### config.mk
export PLATFORM = sky130hd
export DESIGN_NAME = lcs_frame_reader
export DESIGN_NICKNAME = d
export VERILOG_FILES = /design/src/rtl/lcs_frame_reader.sv
export SDC_FILE = /design/constraint.sdc
export NUM_CORES = 1
export LEC_CHECK = 0
export ABC_CLOCK_PERIOD_IN_PS = 3000
export CORE_MARGIN = 4
export CORE_UTILIZATION = 51
export CTS_CLUSTER_SIZE = 28
export DETAILED_ROUTE_END_ITERATION = 6
export PLACE_DENSITY = 0.87
export SETUP_SLACK_MARGIN = 0.3
export SLEW_MARGIN = 0
export SYNTH_ARGS = -nofsm -noshare
export SYNTH_HDL_FRONTEND = slang
export SYNTH_SLANG_ARGS = --single-unit
### constraint.sdc
create_clock -name clk -period 3 [get_ports clk]
set_input_delay 0.45 -clock clk [delete_from_list [all_inputs] [get_ports clk]]
set_output_delay 0.45 -clock clk [all_outputs]
set_load 0.02 [all_outputs]
### src/rtl/lcs_frame_reader.sv
// lcs_frame_reader
//   Requesting end of the LCS req/ack byte handshake. Walks FRAME_LEN addresses
//   starting at ADDR_BASE. For each address it raises req, waits for the
//   responder's ack, captures data_rx and offers the byte on a valid/ready port.
//   If ack does not arrive within TIMEOUT cycles, 8'hFF is emitted instead and
//   err_to is set.
// Ports
//   clk, rst            system clock (posedge), asynchronous active-low reset
//   start               1-cycle pulse that begins a frame (ignored while busy)
//   ack, data_rx        responder acknowledge (asynchronous) and its data byte
//   req, addr_lcs       request and address presented to the responder
//   out_data/out_valid  captured byte to the transmitter, held until out_ready
//   out_ready           transmitter accept
//   busy, done, err_to  frame in progress, end-of-frame pulse, sticky timeout flag
module lcs_frame_reader #(
    parameter int unsigned ADDR_W    = 9,
    parameter int unsigned ADDR_BASE = 0,
    parameter int unsigned FRAME_LEN = 256,
    parameter int unsigned TIMEOUT   = 1023
) (
    input  logic              clk,
    input  logic              rst,
    input  logic              start,
    input  logic              ack,
    input  logic [7:0]        data_rx,
    output logic              req,
    output logic [ADDR_W-1:0] addr_lcs,
    output logic [7:0]        out_data,
    output logic              out_valid,
    input  logic              out_ready,
    output logic              busy,
    output logic              done,
    output logic              err_to
);

    localparam int unsigned       TCNT_W     = (TIMEOUT < 1) ? 1 : $clog2(TIMEOUT + 1);
    localparam logic [ADDR_W-1:0] ADDR_FIRST = ADDR_W'(ADDR_BASE);
    // End compare is done at ADDR_W bits so the frame end matches the wrapped counter.
    localparam logic [ADDR_W-1:0] ADDR_LAST  = ADDR_W'(ADDR_BASE + FRAME_LEN - 1);
    localparam logic [TCNT_W-1:0] TCNT_MAX   = TCNT_W'(TIMEOUT);

    typedef enum logic [2:0] {
        S_IDLE,
        S_REQ,
        S_RELS,
        S_PUSH,
        S_DONE
    } state_t;

    state_t            state_q,     state_d;
    logic              ack_meta_q,  ack_meta_d;
    logic              ack_s_q,     ack_s_d;
    logic [TCNT_W-1:0] tcnt_q,      tcnt_d;
    logic              req_q,       req_d;
    logic [ADDR_W-1:0] addr_q,      addr_d;
    logic [7:0]        out_data_q,  out_data_d;
    logic              out_valid_q, out_valid_d;
    logic              busy_q,      busy_d;
    logic              done_q,      done_d;
    logic              err_to_q,    err_to_d;

    always_comb begin
        state_d     = state_q;
        ack_meta_d  = ack;
        ack_s_d     = ack_meta_q;
        tcnt_d      = tcnt_q;
        req_d       = req_q;
        addr_d      = addr_q;
        out_data_d  = out_data_q;
        out_valid_d = out_valid_q;
        busy_d      = busy_q;
        done_d      = 1'b0;
        err_to_d    = err_to_q;

        case (state_q)
            S_IDLE: begin
                if (start) begin
                    addr_d   = ADDR_FIRST;
                    busy_d   = 1'b1;
                    err_to_d = 1'b0;
                    tcnt_d   = '0;
                    req_d    = 1'b1;
                    state_d  = S_REQ;
                end
            end
            S_REQ: begin
                if (tcnt_q != TCNT_MAX) begin
                    tcnt_d = tcnt_q + 1'b1;
                end
                if (ack_s_q) begin
                    out_data_d = data_rx;
                    req_d      = 1'b0;
                    state_d    = S_RELS;
                end else if (tcnt_q == TCNT_MAX) begin
                    out_data_d = 8'hFF;
                    err_to_d   = 1'b1;
                    req_d      = 1'b0;
                    state_d    = S_RELS;
                end
            end
            S_RELS: begin
                // Waiting for ack_s low here is what keeps a stale ack from
                // being taken as the answer to the next req.
                if (!ack_s_q) begin
                    out_valid_d = 1'b1;
                    state_d     = S_PUSH;
                end
            end
            S_PUSH: begin
                if (out_valid_q && out_ready) begin
                    out_valid_d = 1'b0;
                    if (addr_q == ADDR_LAST) begin
                        done_d  = 1'b1;
                        busy_d  = 1'b0;
                        state_d = S_DONE;
                    end else begin
                        addr_d  = addr_q + 1'b1;
                        tcnt_d  = '0;
                        req_d   = 1'b1;
                        state_d = S_REQ;
                    end
                end
            end
            S_DONE: begin
                state_d = S_IDLE;
            end
            default: begin
                state_d = S_IDLE;
            end
        endcase
    end

    always_ff @(posedge clk or negedge rst) begin
        if (!rst) begin
            state_q     <= S_IDLE;
            ack_meta_q  <= 1'b0;
            ack_s_q     <= 1'b0;
            tcnt_q      <= '0;
            req_q       <= 1'b0;
            addr_q      <= ADDR_FIRST;
            out_data_q  <= '0;
            out_valid_q <= 1'b0;
            busy_q      <= 1'b0;
            done_q      <= 1'b0;
            err_to_q    <= 1'b0;
        end else begin
            state_q     <= state_d;
            ack_meta_q  <= ack_meta_d;
            ack_s_q     <= ack_s_d;
            tcnt_q      <= tcnt_d;
            req_q       <= req_d;
            addr_q      <= addr_d;
            out_data_q  <= out_data_d;
            out_valid_q <= out_valid_d;
            busy_q      <= busy_d;
            done_q      <= done_d;
            err_to_q    <= err_to_d;
        end
    end

    assign req       = req_q;
    assign addr_lcs  = addr_q;
    assign out_data  = out_data_q;
    assign out_valid = out_valid_q;
    assign busy      = busy_q;
    assign done      = done_q;
    assign err_to    = err_to_q;

endmodule

==> impl_metrics.ini, run 1 <==
[routing]
dr.first_iter.drc_count = 105
routed_wl_mm = 4.16
ant_nets = 0
vias = 1549
detail_route.drc_violations = 0
wl_per_cell_um = 15.8
drt_pass1_iterations = 4
detail_route.vias_per_cell = 5.87

[worst_setup_path]
wp_data_required_ns = 3.23
family_with_the_most_delay_on_the_worst_path = simple AND/OR/NAND/NOR gates
critical_path.max_fanout = 27
most_frequent_cell_on_critical_path = ha_1
startpoint_type = flip-flop
count_of_buffering_cells_on_the_critical_path_with_inverters_included = 0
endpoint_class_of_the_critical_path = flip-flop
worst_path_largest_cell_delay_ns = 0.51
worstSetupStartpoint = addr_lcs[0]
criticalPathCategory = flip-flop to flip-flop
cp_data_arrival_time_ns = 2.56
critical_path.slowest_cell = or4_1
r2r-start = addr_lcs[0]
crit_path_cell_trace = ha_1 -> nand3_1 -> nor2_1 -> ha_1 -> and3b_1 -> a21oi_4 -> or4_1 -> a21oi_1

[clock_tree]
clkLatencyLatePin_ns = 0.30
ctsRootBufferMaster = clkbuf_8
clkTransAtPathRegs_ns = 0.08
ctsLongestPathBuffers = 2
cts.sink_count = 37
post_cts_setup_buffer_count = 0
tritoncts_clock_tree = built
cts-buffers-inserted = 5
cts.htree.levels = 2

[placement]
place.detailed.hpwl_mm = 2.93
place_congestion = 0.857
buffer_ports.inserted = 34

[cells_and_area]
layout.cells.most_common = dfrtp_1
area.growth.synth_to_final_pct = 25.0
layout.cells.most_common_list = dfrtp_1 (37), clkdlybuf4s50_1 (33), nand2_1 (20), nor2_1 (10)
final_nets = 233
filler_cell_count = 266
antenna_cells = 0
post_route_cells_drive_above_1_share = 0.0872

[synthesis]
postSynthCellCount = 180
synth-edff-count = 0
postSynth.topFlopCell = dfrtp_1
yosys.area.top_type = dfrtp_1
mappedNetlistNets = 196
synth_area_sq_um = 1880
netlist_top_cells_area = dfrtp_1 (49%), nand2_1 (4.0%), mux2i_1 (3.7%)
postSynthRegisterBits = 37
synth.yosys.seq_area_share = 0.493
ys_warn_count = 0
synthesis.area_per_instance_sq_um = 10.4
synthArstFlopShare = 1.00
yosys.cell_types.count = 42
area_share_of_the_largest_cell_type_after_synthesis = 0.493

[timing]
slew_headroom = 0.475
clock-skew-final_ns = 0.00418
fin_tns_setup_ns = 0
achievable-frequency_mhz = 428
period_share = 0.779
grt_setup_unrepaired = false
hold_slack_ns = 0.227
timing_hold_violations_final = 0
period_needed_ns = 2.34
tightest_pin_transition_ns = 0.787
drv_slew = 0
setup_viol = 0

[pwr]
p_leak_nw = 0.962
pwr_density_cell_nw_per_um2 = 851
ir_drop_v = 0.000571

[global_route]
pin_count_of_the_biggest_net_entering_global_routing = 38
antenna_found_initial = 0
grt_first_pass_wirelength_mm = 7.45
gr-total-overflow = 0
first_global_vias = 1535
grt_use_total = 0.216

[floorplan]
placementRows = 21
chipHeight_um = 68.7
floorplan.initialDensity = 0.546
fp.dieW_um = 68.7
die_area_sq_um = 4720
core_sq_um = 3440
ios = 35

[job]
drv.max_cap_violation_count = 0

[worst_hold_path]
timing.hold.worst.class = input port to async pin

[outcome]
run_status = finished, final reports clean
## per-stage QoR
step	power, mW	cell area [sq um]	std cells	util	setup slack (ns)
finish	2.00	2350	264	0.683	0.664
global route	2.15	2350	264	0.683	0.443
CTS	2.00	2340	264	0.680	0.420
detailed placement	1.64	2250	256	0.654	0.464
global placement	1.62	2250	256	0.654	0.545
floorplan	1.33	1880	180	-	0.753
## worst register-to-register path, delay by kind of cell, from the launching register on
| family | cells | cell delay, ns |
|---|---|---|
| DFF | 1 | 0.43 |
| adders and majority gates | 2 | 0.48 |
| AOI/OAI and AO/OA | 2 | 0.35 |
| and+or+nand+nor | 4 | 0.99 |
## report_power, final
group	internal (mW)	total (mW)	switching (mW)	leakage, nW
clock	0.165	0.358	0.194	0.0445
sequential	0.624	0.776	0.152	0.468
combinational	0.406	0.864	0.458	0.450
total	1.19	2.00	0.804	0.962
## cell type report
cell class                 instances  area [sq um]  area share
clock buffer                       5          68.8      0.0293
tap                               46          57.6      0.0245
sequential                        37           926       0.394
inverter                           7          26.3      0.0112
clock inverter                     3          21.3     0.00905
multi-input combinational        131           907       0.386
timing repair buffer              35           343       0.146
## flip-flops by register name, summed over array words and instances (netlist names)
signal and count:
tcnt_q 10, done 1, busy 1, state_q 3
ack_s_q 1, req 1, err_to 1, out_valid 1
ack_meta_q 1, addr_lcs 9, out_data 8
## worst paths after layout
kind	endpoint	slack [ns]	cells past startpoint
min in group clk	ack_s_q	0.36	0
max reg2reg	addr_lcs[5]	0.66	8
max	addr_lcs[5]	0.66	8
min	tcnt_q[1]	0.23	1
max in group asynchronous	tcnt_q[5]	2.27	1
min reg2reg	ack_s_q	0.36	0
## routing by layer
| metal | up-vias | global-route usage | wire length, um |
|---|---|---|---|
| li1 | 739 | - | - |
| met1 | 751 | 0.302 | 1920 |
| met2 | 51 | 0.306 | 1910 |
| met3 | 8 | 0.0519 | 240 |
| met4 | 0 | 0.117 | 96 |
| met5 | - | 0 | 0 |
## Yosys cell counts, drive strengths merged (2+ instances only)
| master | number |
|---|---|
| or3 | 2 |
| buf | 5 |
| o21ai | 7 |
| nand2 | 20 |
| inv | 7 |
| nor3 | 4 |
| xnor2 | 2 |
| nand3 | 8 |
| nor4 | 7 |
| nand4 | 4 |
| dfrtp | 37 |
| nand2b | 8 |
| a21o | 2 |
| a21oi | 8 |
| mux2i | 7 |
| o31ai | 5 |
| o22a | 8 |
| or4 | 3 |
| nor4b | 5 |
| ha | 3 |
| and3b | 2 |
| a31oi | 2 |
| nor2 | 10 |
## logic make-up (layout without fill, tap and decap cells)
logic type,Yosys count,after routing,synth area share
AND/OR/NAND/NOR,80,80,0.263
AO/OA/AOI/OAI,37,37,0.136
flip-flops,37,37,0.493
buffers and inverters,12,50,0.0286
multiplexers,8,8,0.0453
adder cells (fa/ha/maj),3,3,0.0200
XOR/XNOR,3,3,0.0140
## repair_timing
action	in CTS	in global routing
hold buffers	0	0
endpoints found under the hold margin	0	0
setup endpoints to repair	0	13
resized for setup	0	1
(Power assumes the default switching activity.)
==> inputs of run 2 (changes only) <==
Settings changed: ABC_CLOCK_PERIOD_IN_PS 3000 to 2400.
Clock period 3 ns to 2.4 ns, I/O delays scaled along.
==> impl_metrics.ini, run 2 (same netlist as run 1, synthesis figures left out) <==
[worst_setup_path]
crit_path_cell_trace = ha_4 -> nand3_1 -> nor2_1 -> ha_2 -> buf_6 -> nand2b_4 -> and2_4 -> nor4_1 -> mux2i_1
worstSetupStartpoint = addr_lcs[0]
endpoint_class_of_the_critical_path = flip-flop
family_with_the_most_delay_on_the_worst_path = simple AND/OR/NAND/NOR gates
timing.reg2reg.worst_path_depth = 9
count_of_buffering_cells_on_the_critical_path_with_inverters_included = 1
cp_data_arrival_time_ns = 2.35
crit_cells = 9
wp_data_required_ns = 2.61
r2r-start = addr_lcs[0]
criticalPathCategory = flip-flop to flip-flop
worst_path_largest_cell_delay_ns = 0.47
critical_path.slowest_cell = nor4_1
critical_path.max_fanout = 6
startpoint_type = flip-flop

[cells_and_area]
antenna_cells = 0
largest_register = tcnt_q
layout.cells.most_common_list = dfrtp_1 (33), clkdlybuf4s50_1 (33), nand2_1 (20), buf_4 (15), nor2_1 (10)
finalNonFillerCells = 280
final_nets = 249
area.growth.synth_to_final_pct = 36.0
post_route_cells_drive_above_1_share = 0.209
filler_cell_count = 227
largest_register_ff_count = 10

[timing]
post-route-worst-setup-slack_ns = 0.256
achievable-frequency_mhz = 466
drv_slew = 0
tightest_pin_transition_ns = 0.808
clock-skew-final_ns = 0.00797
slew_headroom = 0.461
period_share = 0.893
hold_slack_ns = 0.152
fin_tns_setup_ns = 0
setup_viol = 0
timing_hold_violations_final = 0
period_needed_ns = 2.14
grt_setup_unrepaired = true

[floorplan]
chipHeight_um = 68.7
ios = 35
fp.dieW_um = 68.7
die_area_sq_um = 4720
core_sq_um = 3440
floorplan.initialDensity = 0.546
placementRows = 21

[clock_tree]
cts.htree.levels = 2
ctsLongestPathBuffers = 2
clkLatencyLatePin_ns = 0.29
clkTransAtPathRegs_ns = 0.08
cts-buffers-inserted = 5
cts.sink_count = 37
tritoncts_clock_tree = built
ctsRootBufferMaster = clkbuf_8

[routing]
routed_wl_mm = 4.70
ant_nets = 0
detail_route.vias_per_cell = 5.79
vias = 1620
detail_route.drc_violations = 0
wl_per_cell_um = 16.8
dr.first_iter.drc_count = 109
drt_pass1_iterations = 4

[job]
drv.max_cap_violation_count = 0

[global_route]
grt_use_total = 0.221
gr-total-overflow = 0
antenna_found_initial = 0
pin_count_of_the_biggest_net_entering_global_routing = 38
first_global_vias = 1590
grt_first_pass_wirelength_mm = 7.58

[placement]
dp_cells = 262
place.detailed.hpwl_mm = 3.02
buffer_ports.inserted = 34
place_congestion = 0.822
preCtsSetupSlack_ns = 0.155

[outcome]
run_status = finished, final reports clean

[pwr]
total_power_mw = 2.80
pwr_density_cell_nw_per_um2 = 1090
ir_drop_v = 0.000780
p_leak_nw = 1.05

[worst_hold_path]
timing.hold.worst.class = input port to async pin
==> run 2: repair_timing <==
action / in CTS / in global routing
hold buffers: 0 / 0
setup buffers: 4 / 6
setup endpoints to repair: 7 / 20
pin swaps: 2 / 4
resized for setup: 3 / 10
==> run 2: area by class of cell <==
type                       instances  area [sq um]  share of cell area
clock inverter                     1          30.0              0.0117
timing repair buffer              51           470               0.184
multi-input combinational        131           955               0.373
inverter                           7          26.3              0.0103
sequential                        37           931               0.364
clock buffer                       7          86.3              0.0338
tap                               46          57.6              0.0225
==> run 2: power by group <==
group          switching, mW  internal (mW)  leakage [nW]
clock                  0.220          0.339        0.0585
sequential             0.196          0.788         0.463
combinational          0.634          0.619         0.533
==> run 2: per-layer routing <==
| metal | track usage | vias up | wire (um) |
|---|---|---|---|
| li1 | - | 772 | - |
| met1 | 0.282 | 790 | 2030 |
| met2 | 0.365 | 53 | 2390 |
| met3 | 0.0438 | 5 | 212 |
| met4 | 0.0925 | 0 | 65 |
| met5 | 0 | - | 0 |
==> run 2: path summary, 6_finish.rpt <==
path	to	slack [ns]
max in group asynchronous	state_q[0]	1.68
hold / removal	out_data[3]	0.15
setup reg to reg	tcnt_q[8]	0.26
hold reg to reg	ack_s_q	0.35
min in group clk	ack_s_q	0.35
setup / recovery	tcnt_q[8]	0.26
==> run 2: through the flow <==
| stage | util | area (sq um) |
|---|---|---|
| floorplan | - | 1900 |
| global placement | 0.672 | 2310 |
| detailed placement | 0.672 | 2310 |
| CTS | 0.718 | 2470 |
| global route | 0.743 | 2560 |
| finish | 0.743 | 2560 |
